--- src/rtl/quadrature_decoder_pkg.sv ---
// Shared definitions for the quadrature decoder:
// A/B state encoding and the single-step decode.
package quadrature_decoder_pkg;

  localparam logic [1:0] AB_00 = 2'b00;
  localparam logic [1:0] AB_01 = 2'b01;
  localparam logic [1:0] AB_11 = 2'b11;
  localparam logic [1:0] AB_10 = 2'b10;

  typedef enum logic [1:0] {
    STEP_NONE = 2'd0,
    STEP_FWD  = 2'd1,
    STEP_REV  = 2'd2,
    STEP_ILL  = 2'd3
  } step_e;

  function automatic logic [1:0] fwd_next(
    input logic [1:0] ab
  );
    logic [1:0] nxt;
    case (ab)
      AB_00:   nxt = AB_01;
      AB_01:   nxt = AB_11;
      AB_11:   nxt = AB_10;
      default: nxt = AB_00;
    endcase
    return nxt;
  endfunction

  // Gray-code walk: one bit flipping is a step, two bits is illegal.
  function automatic step_e step_decode(
    input logic [1:0] prev,
    input logic [1:0] cur
  );
    step_e res;
    if (prev == cur)
      res = STEP_NONE;
    else if ((prev ^ cur) == 2'b11)
      res = STEP_ILL;
    else if (cur == fwd_next(prev))
      res = STEP_FWD;
    else
      res = STEP_REV;
    return res;
  endfunction

endpackage

--- src/rtl/window_timer.sv ---
// Free-running velocity window counter with
// an end-of-window strobe and registered valid pulse.
module window_timer #(
  parameter int unsigned WINDOW = 20000
) (
  input  logic clk_i,
  input  logic rst_ni,
  output logic last_o,
  output logic valid_o
);

  localparam int unsigned CW =
    (WINDOW > 1) ? $clog2(WINDOW) : 1;

  logic [CW-1:0] cnt_q, cnt_d;
  logic          valid_q;

  assign last_o  = (cnt_q == CW'(WINDOW - 1));
  assign valid_o = valid_q;

  always_comb begin
    cnt_d = cnt_q + CW'(1);
    if (last_o) cnt_d = '0;
  end

  always_ff @(posedge clk_i or negedge rst_ni) begin
    if (!rst_ni) begin
      cnt_q   <= '0;
      valid_q <= 1'b0;
    end else begin
      cnt_q   <= cnt_d;
      valid_q <= last_o;
    end
  end

endmodule

--- src/rtl/quadrature_decoder.sv ---
// Quadrature encoder decoder: synchronized A/B decode,
// wrapping position counter and windowed velocity stream.
module quadrature_decoder
  import quadrature_decoder_pkg::*;
#(
  parameter int unsigned POS_WIDTH  = 16,
  parameter int unsigned VEL_WIDTH  = 12,
  parameter int unsigned VEL_WINDOW = 20000
) (
  input  logic                        clk,
  input  logic                        reset_n,
  input  logic                        a,
  input  logic                        b,
  input  logic                        count_clear,
  output logic signed [POS_WIDTH-1:0] position,
  output logic                        direction,
  output logic                        step,
  output logic                        illegal,
  output logic signed [VEL_WIDTH-1:0] ast_source_data,
  output logic                        ast_source_valid,
  output logic [1:0]                  ast_source_error
);

  logic [1:0] sync1_q, sync2_q, prev_q, fill_q;
  logic       primed_q;
  step_e      dec;
  logic       fwd, rev, ill_ev, step_ok;

  logic [POS_WIDTH-1:0] pos_q, pos_d;
  logic dir_q, dir_d, step_q, step_d, ill_q, ill_d;

  logic [VEL_WIDTH:0]   sum_ext;
  logic [VEL_WIDTH-1:0] sum_q, sum_sat, data_q;
  logic                 ovf, win_sat_q, win_ill_q;
  logic                 sat_any, ill_any;
  logic [1:0]           err_q;
  logic                 win_last;

  // fill_q marks when sync2_q holds a real sample,
  // so the primed load never captures reset junk.
  always_ff @(posedge clk or negedge reset_n) begin
    if (!reset_n) begin
      sync1_q  <= '0;
      sync2_q  <= '0;
      prev_q   <= '0;
      fill_q   <= '0;
      primed_q <= 1'b0;
    end else begin
      sync1_q  <= {a, b};
      sync2_q  <= sync1_q;
      prev_q   <= sync2_q;
      fill_q   <= {fill_q[0], 1'b1};
      primed_q <= primed_q | fill_q[1];
    end
  end

  assign dec = primed_q ? step_decode(prev_q, sync2_q)
                        : STEP_NONE;
  assign fwd     = (dec == STEP_FWD);
  assign rev     = (dec == STEP_REV);
  assign ill_ev  = (dec == STEP_ILL);
  assign step_ok = (fwd | rev) & ~count_clear;

  always_comb begin
    pos_d  = pos_q;
    dir_d  = dir_q;
    step_d = 1'b0;
    ill_d  = ill_q;
    if (count_clear) begin
      pos_d = '0;
      ill_d = 1'b0;
    end else begin
      unique case (1'b1)
        fwd: begin
          pos_d  = pos_q + POS_WIDTH'(1);
          dir_d  = 1'b1;
          step_d = 1'b1;
        end
        rev: begin
          pos_d  = pos_q - POS_WIDTH'(1);
          dir_d  = 1'b0;
          step_d = 1'b1;
        end
        ill_ev: ill_d = 1'b1;
        default: ;
      endcase
    end
  end

  always_ff @(posedge clk or negedge reset_n) begin
    if (!reset_n) begin
      pos_q  <= '0;
      dir_q  <= 1'b0;
      step_q <= 1'b0;
      ill_q  <= 1'b0;
    end else begin
      pos_q  <= pos_d;
      dir_q  <= dir_d;
      step_q <= step_d;
      ill_q  <= ill_d;
    end
  end

  // One extra bit catches a +/-1 overflow; clamp to the rail.
  always_comb begin
    sum_ext = {sum_q[VEL_WIDTH-1], sum_q};
    if (step_ok) begin
      if (fwd) sum_ext = sum_ext + (VEL_WIDTH+1)'(1);
      else     sum_ext = sum_ext - (VEL_WIDTH+1)'(1);
    end
    ovf     = sum_ext[VEL_WIDTH] ^ sum_ext[VEL_WIDTH-1];
    sum_sat = sum_ext[VEL_WIDTH-1:0];
    if (ovf)
      sum_sat = {sum_ext[VEL_WIDTH],
                 {(VEL_WIDTH-1){~sum_ext[VEL_WIDTH]}}};
    sat_any = win_sat_q | ovf;
    ill_any = win_ill_q | ill_ev;
  end

  always_ff @(posedge clk or negedge reset_n) begin
    if (!reset_n) begin
      sum_q     <= '0;
      win_sat_q <= 1'b0;
      win_ill_q <= 1'b0;
      data_q    <= '0;
      err_q     <= '0;
    end else if (win_last) begin
      sum_q     <= '0;
      win_sat_q <= 1'b0;
      win_ill_q <= 1'b0;
      data_q    <= sum_sat;
      err_q     <= {sat_any, ill_any};
    end else begin
      sum_q     <= sum_sat;
      win_sat_q <= sat_any;
      win_ill_q <= ill_any;
    end
  end

  window_timer #(
    .WINDOW (VEL_WINDOW)
  ) u_window_timer (
    .clk_i   (clk),
    .rst_ni  (reset_n),
    .last_o  (win_last),
    .valid_o (ast_source_valid)
  );

  assign position         = pos_q;
  assign direction        = dir_q;
  assign step             = step_q;
  assign illegal          = ill_q;
  assign ast_source_data  = data_q;
  assign ast_source_error = err_q;

endmodule

--- config.mk ---
export PLATFORM = sky130hd
export DESIGN_NAME = quadrature_decoder
export DESIGN_NICKNAME = d
export VERILOG_FILES = /design/src/rtl/quadrature_decoder_pkg.sv /design/src/rtl/window_timer.sv /design/src/rtl/quadrature_decoder.sv
export SDC_FILE = /design/constraint.sdc
export NUM_CORES = 1
export LEC_CHECK = 0
export ABC_CLOCK_PERIOD_IN_PS = 6050
export BUFFER_PORTS_ARGS = -buffer_cell sky130_fd_sc_hd__buf_2
export CORE_MARGIN = 1
export CORE_UTILIZATION = 50
export DETAILED_ROUTE_END_ITERATION = 16
export GPL_TIMING_DRIVEN = 0
export PLACE_DENSITY = 0.74
export SYNTH_ARGS = -nofsm -noshare
export SYNTH_HDL_FRONTEND = slang
export SYNTH_SLANG_ARGS = --single-unit
--- constraint.sdc ---
create_clock -name clk -period 6.05 [get_ports clk]
set_input_delay 0 -clock clk [delete_from_list [all_inputs] [get_ports clk]]
set_output_delay 0 -clock clk [all_outputs]
set_load 0.005 [all_outputs]
==> results of run 1 <==
## cells in the mapped netlist (5+ instances only)
master	number	area, um2
xor2_1	11	96.3
a211oi_1	7	52.6
ha_1	30	375
clkbuf_1	14	52.6
nand2_1	41	154
nor3_1	5	25.0
a21oi_1	30	150
xnor2_1	22	193
nand3_1	11	55.1
nor2_1	56	210
a21o_1	9	67.6
o211ai_1	5	37.5
a22o_1	13	114
dfrtp_1	72	1800
inv_1	15	56.3
o21ai_0	20	100
## final cells by class
class,count,share of cell area (%)
sequential,72,39.2
clock buffer,13,3.46
multi-input combinational,320,46.2
buffer,14,1.14
clock inverter,3,0.871
tap,102,2.78
inverter,16,1.31
timing repair buffer,42,5.06
## critical path, stage by stage, from the launching register on
cell      delay [ns]
dfrtp_1         0.32
clkbuf_1        0.24
mux2i_1         0.24
nand2_1         0.07
o21ai_0         0.06
and2_1          0.19
inv_1           0.05
ha_1            0.27
inv_1           0.34
ha_1            0.37
o211ai_1        0.18
a21oi_1         0.08
o211ai_1        0.26
a31oi_1         0.20
o41a_1          0.34
clkbuf_1        0.24
ha_1            0.34
clkbuf_1        0.34
inv_1           0.16
clkbuf_1        0.28
a211oi_1        0.39
o31ai_1         0.11
## path summary, 6_finish.rpt
kind,startpoint,end,slack [ns],cells after the start
setup / recovery,prev_q[0],ast_source_data[2],0.81,21
hold / removal,b,sync1_q[0],0.29,2
setup reg to reg,prev_q[0],ast_source_data[2],0.81,21
hold reg to reg,fill_q[0],fill_q[1],0.35,0
max in group asynchronous,reset_n,ast_source_data[5],5.14,2
min in group asynchronous,reset_n,position[12],0.32,2
## per-stage QoR
step                instance area, um2  setup slack [ns]  hold WS (ns)
floorplan                         4040              1.65        -0.296
finish                            4600             0.814         0.288
global route                      4600             0.334         0.267
detailed placement                4360             0.864         0.109
global placement                  4360             0.972         0.109
CTS                               4600             0.867         0.271
## metal layers
layer | vias to the layer above | global-route usage [%]
met2 | 62 | 35.1
met1 | 1529 | 30.2
met3 | 12 | 4.64
met5 | - | 0
met4 | 0 | 8.20
li1 | 1597 | -
## registers in the layout, indices dropped and copies added (netlist names)
register	flops
win_ill_q	1
prev_q	2
ast_source_error	2
u_window_timer.valid_o	1
direction	1
sync2_q	2
fill_q	2
position	16
step	1
ast_source_data	12
illegal	1
win_sat_q	1
u_window_timer.cnt_q	15
sum_q	12
primed_q	1
sync1_q	2
## cells by family (layout without fill, tap and decap cells)
logic type      Yosys count  after routing  share of synthesized area, %
simple gates            142            142                          15.9
compound gates          109            109                          18.4
flops                    72             72                          44.6
xor+xnor                 33             33                          7.16
fa+ha+maj                32             32                          10.3
buf+inv                  30             88                          2.79
mux                       3              3                         0.744
other cells               1              1                        0.0928
## report_power, final
part | switching [mW] | leakage (nW) | internal, mW
clock | 0.180 | 0.103 | 0.212
sequential | 0.0438 | 0.876 | 0.550
combinational | 0.467 | 1.20 | 0.309
total | 0.690 | 2.18 | 1.07
## repair_timing
| action | CTS | global route |
|---|---|---|
| buffers inserted | 0 | 0 |
| hold endpoints to repair | 76 | 0 |
| hold buffers | 4 | 0 |
==> run metrics, run 1 <==
Max Cap Viol 0; syn_nets 459; DR iter-0 viols 211; synth unique cells 47; DR DRC count 0; hold crit path type in2reg; Slew @ Worst Pin 0.893 ns; Synth warnings 0; status finished clean; critical path class reg2reg; Slew headroom 40.5%; RSZ-0062 raised after global routing no; Num CTS Buffers 9; Syn-to-layout area delta 13.8%; maximum vdd ir drop 0.149 mV; commonest non-fill, non-tap cell in the layout dfrtp_1; DR top layer met4; H-tree depth 3; IO Count 39; largest net degree at the start of global routing 73; initial antenna violation count 0; post-synthesis sequential area ratio 44.6%; vias in the first global route 3141; dpl hpwl 5.91 mm; WL per Instance 14.8 um; latest clock arrival within the worst-skew pair 0.35 ns; fin util 59.2%; first-pass GRT wire length 14.6 mm; port buffer count 38; Seq. cell area 1800 um2; Non-Filler Instances 582; Final setup viols 0; DRT Pass-1 Iters 4; Initial Util 52.0%; power density over the cells 383 nW/um2; vias per cell 5.50; Post-Route Setup TNS 0 ns; Tmin final 5.24 ns; Num Clock Sinks 72; footprint of the multi-input gates 2120 um2; met2 routed WL 3.96 mm; antenna diode count 0; Die Y 91.9 um; asr flop ratio synth 100%; total number of vias 3200; Layout Nets 512; Avg Cell Area, Syn 9.57 um2; Worst Path Required 6.27 ns; num rows 32; Final Hold Fails 0; Post-synth EDFFs 0; Die Area 8440 um2; most frequent cells in the layout dfrtp_1 (72), nor2_1 (56), nand2_1 (41); fin. max-slew vios 0; CTS tree yes; GR Util All Layers 22.2%; #FFs+latches synth 72; clock slew at reported path FFs 0.07 ns; Tot Pwr 1.76 mW; die width 91.9 um; share of layout cells above drive strength 1 12.3%; Inst Count DP 562; clock skew 0.00832 ns; number of routed nets with antenna violations 0; crit path launch type register; core area 7770 um2; metal3 WL 303 um; fmax 191 MHz; GRT overflow 0; Synth Flop Type dfrtp_1; Metal-1 WL 4.20 mm; leakage power 2.18 nW; Filler cells 694; cell area after synthesis 4040 um2; WL final 8.59 mm; Worst EP arrival 5.45 ns; Final period util 86.5%; post-cts resize count 0; Max clock buf depth 2; GPL Wtd Cong 0.859; root buf cell clkbuf_8; Critical Path Fanout Max 11; cells after synthesis 422; CP Capture Type register
Power figures use the tool's default switching activity.
==> inputs of run 2 (changes only) <==
ABC_AREA = 1   (was default)
==> run metrics, run 2 <==
Die Area 9060 um2; GR Util All Layers 23.8%; share of layout cells above drive strength 1 11.5%; Worst EP arrival 4.58 ns; CTS tree yes; Final setup viols 0; CP Capture Type register; Post-Route Setup TNS 0 ns; clock skew 0.0108 ns; post-synthesis sequential area ratio 41.5%; crit path launch type register; number of routed nets with antenna violations 0; met2 routed WL 4.48 mm; die width 95.2 um; largest net degree at the start of global routing 73; vias per cell 5.33; most frequent cells in the layout nand2_1 (146), dfrtp_1 (72), nor2_1 (63); post-cts resize count 0; Max Cap Viol 0; Die Y 95.2 um; metal3 WL 374 um; Hold Path End sync1_q[0]; asr flop ratio synth 100%; Synth warnings 0; maximum vdd ir drop 0.223 mV; Avg Cell Area, Syn 7.68 um2; status finished clean; DR DRC count 0; sw frac 42.8%; Max clock buf depth 2; Post-synth EDFFs 0; port buffer count 38; Syn-to-layout area delta 13.5%; H-tree depth 3; fin. max-slew vios 0; GRT overflow 0; Slew @ Worst Pin 0.885 ns; fmax 230 MHz; Num CTS Buffers 9; FF-to-FF End sum_q[4]; hold crit path type in2reg; WL per Instance 13.3 um; Final Hold Fails 0; RSZ-0062 raised after global routing no; Worst Path Required 6.28 ns; Layout Nets 656; Tmin final 4.35 ns; clock slew at reported path FFs 0.08 ns; power density over the cells 421 nW/um2; syn_nets 603; FF-to-FF path depth 24; total number of vias 3887; DR iter-0 viols 169; Post-synth top cells nand2_1 (146), dfrtp_1 (72), nor2_1 (63); Critical Path Fanout Max 11; Hold Crit Start b; Synth Flop Type dfrtp_1; cell area after synthesis 4340 um2; Internal 1.19 mW; Final period util 71.9%; vias in the first global route 3847; Slew headroom 41.0%; leakage power 2.56 nW; synth unique cells 39; num rows 33; #FFs+latches synth 72; core area 8300 um2; latest clock arrival within the worst-skew pair 0.35 ns; switching power total 888 uW; Post-CTS Setup Repair Bufs 0; Synth top area share 41.5%; critical path class reg2reg; initial antenna violation count 0; reg2reg start sync2_q[1]; DR top layer met4; WL final 9.67 mm; Metal-1 WL 4.63 mm; Worst Hold Depth 2; IO Count 39; commonest non-fill, non-tap cell in the layout nand2_1; Initial Util 52.3%; dpl hpwl 7.09 mm; Filler cells 749; share of power burned in registers 30.2%; antenna diode count 0; synth top area cells dfrtp_1 (41%), nand2_1 (13%), ha_1 (8.6%); cells after synthesis 566; R2R setup slack 1.70 ns; Tot Pwr 2.07 mW; first-pass GRT wire length 16.7 mm; root buf cell clkbuf_8; DRT Pass-1 Iters 5; logic gate share of total power 49.4%; Clk pwr share 20.4%; GPL Wtd Cong 0.907; max reg flops 16; Num Clock Sinks 72; most frequent cell after synthesis nand2_1; dominant cell type by area after synthesis dfrtp_1
run 2: changes by cell type in the layout (fill, tap and decap cells not counted), moves of 16 or more:
cell,before,now
nand3_1,11,41
a21oi_1,30,46
xnor2_1,22,5
inv_1,15,61
nand2_1,41,146
run 2: how the worst max path moves through the flow:
stage / start / to / slack, ns / cells past startpoint
2_1_floorplan: sync2_q[1] / sum_q[1] / 2.52 / 24
3_3_place_gp: sync2_q[1] / sum_q[10] / 1.87 / 24
3_5_place_dp: sync2_q[1] / sum_q[8] / 1.76 / 24
4_1_cts: sync2_q[1] / sum_q[4] / 1.72 / 24
5_1_grt: sync2_q[1] / ast_source_data[0] / 1.18 / 26
6_report: sync2_q[1] / sum_q[4] / 1.70 / 24
run 2: final cells by class:
type | count | area (um2) | area share (%)
Buffer | 9 | 50.0 | 1.02
Clock buffer | 10 | 128 | 2.59
Clock inverter | 6 | 93.8 | 1.90
Inverter | 63 | 236 | 4.80
Multi-Input combinational cell | 422 | 2260 | 45.8
Sequential cell | 72 | 1800 | 36.5
Tap cell | 105 | 131 | 2.66
Timing Repair Buffer | 42 | 233 | 4.72
run 2: worst max-delay path: stages, from the launching register on:
cell	delay (ns)
dfrtp_1	0.42
xnor2_1	0.14
and3b_1	0.16
inv_1	0.06
o21ai_0	0.08
nand2_1	0.09
inv_1	0.06
ha_1	0.23
inv_1	0.36
ha_1	0.38
a21oi_1	0.30
nor2_1	0.07
nor2_1	0.14
nand2_1	0.10
nand2_1	0.10
nand3_1	0.07
nand2_1	0.06
nand3_1	0.05
o21ai_0	0.13
inv_1	0.08
ha_1	0.38
clkinv_1	0.29
nand3_2	0.24
buf_6	0.16
a21oi_1	0.07
run 2: cell families (layout without fill, tap and decap cells):
kind of cell               Yosys count  after routing  share of synthesized area [%]
other                                1              1                         0.0863
DFF                                 72             72                           41.5
and+or+nand+nor                    287            287                           28.5
xor gates and xnor gates            11             11                           2.22
AOI/OAI and AO/OA                   91             91                           11.5
buffers and inverters               72            130                           6.60
adders and majority gates           32             32                           9.56
run 2: layer usage:
| layer | GRT usage, % | vias to the layer above |
|---|---|---|
| li1 | - | 1962 |
| met1 | 30.7 | 1830 |
| met2 | 38.6 | 79 |
| met3 | 4.63 | 16 |
| met4 | 10.5 | 0 |
| met5 | 0 | - |
run 2: power groups by stage:
stage | Clock (mW) | Sequential, mW | Combinational [mW]
final | 0.424 | 0.626 | 1.03
after floorplan | 0 | 0.622 | 0.781
after detailed placement | 0 | 0.633 | 1.01
after global placement | 0 | 0.631 | 0.978
after CTS | 0.434 | 0.625 | 1.02
after global routing | 0.454 | 0.635 | 1.18
run 2: metrics by stage:
step           area [um2]  instances  utilization [%]  worst slack [ns]  hold WS (ns)
3_3_place_gp         4670        709             56.2              1.87         0.108
4_1_cts              4930        729             59.4              1.72         0.271
2_1_floorplan        4340        566                -              2.52        -0.296
6_report             4930        729             59.4              1.70         0.279
3_5_place_dp         4670        709             56.2              1.76         0.111
5_1_grt              4930        729             59.4              1.18         0.274
run 2: repair_timing:
item,in CTS,in global routing
hold buffers,4,0
hold endpoints to repair,75,0
setup endpoints to repair,0,0
==> inputs of run 3 (changes only) <==
ABC_AREA = 0   (was 1)
ABC_CLOCK_PERIOD_IN_PS = 4200   (was 6050)
clock period = 4.2 ns   (was 6.05 ns; I/O delays follow)
==> run metrics, run 3 (synthesized netlist as in run 1, its figures left out) <==
WL per Instance 14.9 um; hold crit path type in2async; clock slew at reported path FFs 0.08 ns; CP Buf/Inv Count 4; switching power total 1.04 mW; Slew @ Worst Pin 0.882 ns; port buffer count 38; GPL Wtd Cong 0.866; footprint of the multi-input gates 2230 um2; total number of vias 3276; Die Area 8440 um2; dpl hpwl 5.92 mm; Seq. cell area 1800 um2; Max Cap Viol 0; num rows 32; Clk pwr share 19.5%; Layout Nets 522; Tot Pwr 2.70 mW; met3 GRT Util 2.99%; Num Clock Sinks 72; sw frac 38.5%; DR DRC count 0; Initial Util 52.0%; max reg flops 16; number of routed nets with antenna violations 0; die width 91.9 um; power density over the cells 565 nW/um2; share of layout cells above drive strength 1 18.1%; Post-Route Setup TNS 0 ns; H-tree depth 3; GRT overflow 0; fin. max-slew vios 0; CTS tree yes; leakage power 2.23 nW; IO Count 39; latest clock arrival within the worst-skew pair 0.35 ns; Tmin final 3.97 ns; Worst EP arrival 4.24 ns; antenna diode count 0; clock skew 0.0118 ns; first-pass GRT wire length 14.8 mm; Final setup viols 0; WL final 8.78 mm; vias per cell 5.56; largest net degree at the start of global routing 73; M2 GR Usage 34.8%; Slowest Stage Delay on Critical Path 0.42 ns; critical path class reg2reg; Filler cells 654; Internal 1.66 mW; fmax 252 MHz; logic gate share of total power 48.5%; fin util 61.5%; DR iter-0 viols 200; share of power burned in registers 32.1%; Num CTS Buffers 9; crit path launch type register; CP max-delay cell dfrtp_2; Slew headroom 41.2%; Critical Path Fanout Max 7; CP Capture Type register; GR Util All Layers 22.5%; most frequent cells in the layout dfrtp_1 (70), nor2_1 (56), nand2_1 (41); vias in the first global route 3162; initial antenna violation count 0; Final Hold Fails 0; commonest non-fill, non-tap cell in the layout dfrtp_1; Worst Path Required 4.48 ns; root buf cell clkbuf_8; grt peak-use layer met2; M1 GR Usage 31.0%; core area 7770 um2; status finished clean; DRT Pass-1 Iters 4; R2R setup slack 0.23 ns; CP cell instances mux2i_1 > nand2_1 > o21ai_0 > and2_1 > inv_2 > ha_4 > inv_8 > ha_4 > and3_1 > a22oi_2 > a21o_1 > o21ai_2 > o41ai_2 > xor2_1 > o21ai_1 > ha_1 > buf_8 > inv_2 > or3_1 > mux2i_1 > a311oi_2 > a21oi_1; Worst path top cell family by delay compound AO/OA/AOI/OAI gates; Die Y 91.9 um; maximum vdd ir drop 0.210 mV; Final period util 94.5%; Max clock buf depth 2; Syn-to-layout area delta 18.4%
## run 3: metrics by stage
step | hold slack (ns) | std cells | worst slack [ns] | cell area [um2]
floorplan | -0.296 | 422 | 0.0205 | 4040
global placement | 0.108 | 562 | -0.567 | 4360
detailed placement | 0.110 | 562 | -0.734 | 4360
CTS | 0.282 | 584 | 0.000816 | 4710
global route | 0.283 | 589 | -0.00789 | 4780
finish | 0.294 | 589 | 0.231 | 4780
## run 3: layout make-up
type	instances	share of cell area, %
Buffer	12	1.20
Sequential cell	72	37.7
Clock buffer	12	3.04
Tap cell	102	2.67
Inverter	16	1.41
Clock inverter	1	0.628
Timing Repair Buffer	54	6.75
Multi-Input combinational cell	320	46.6
## run 3: layer usage
| layer | vias to the layer above | share of wire (%) |
|---|---|---|
| li1 | 1614 | - |
| met1 | 1573 | 48 |
| met2 | 69 | 46 |
| met3 | 20 | 3.1 |
| met4 | 0 | 2.9 |
| met5 | - | 0 |
## run 3: final timing paths
path                            start     endpoint  cells past startpoint
max in group asynchronous     reset_n   sync2_q[1]                      2
min in group clk                    a   sync1_q[1]                      2
min reg2reg                sync1_q[0]   sync2_q[0]                      0
max reg2reg                 prev_q[0]     sum_q[9]                     22
min                           reset_n  position[7]                      2
max                         prev_q[0]     sum_q[9]                     22
## run 3: power groups by stage
stage | sequential (mW) | combinational [mW] | clock, mW
floorplan | 0.857 | 0.848 | 0
global placement | 0.864 | 1.06 | 0
detailed placement | 0.865 | 1.09 | 0
CTS | 0.863 | 1.20 | 0.538
global route | 0.876 | 1.46 | 0.566
finish | 0.866 | 1.31 | 0.526
## run 3: timing repair
item / in CTS / in global routing
buffers inserted: 7 / 5
hold endpoints to repair: 76 / 0
pin swaps: 8 / 10
endpoints found under the setup margin: 24 / 21
gates resized for setup: 17 / 11
hold buffers: 4 / 0
## run 3: worst register-to-register path: cells and delay by family, from the launching register on
kind            cells  cell delay (ns)
mux                 2             0.42
xor+xnor            1             0.18
compound gates      8             1.04
buf+inv             4             0.32
fa+ha+maj           3             0.72
flops               1             0.42
simple gates        4             0.82
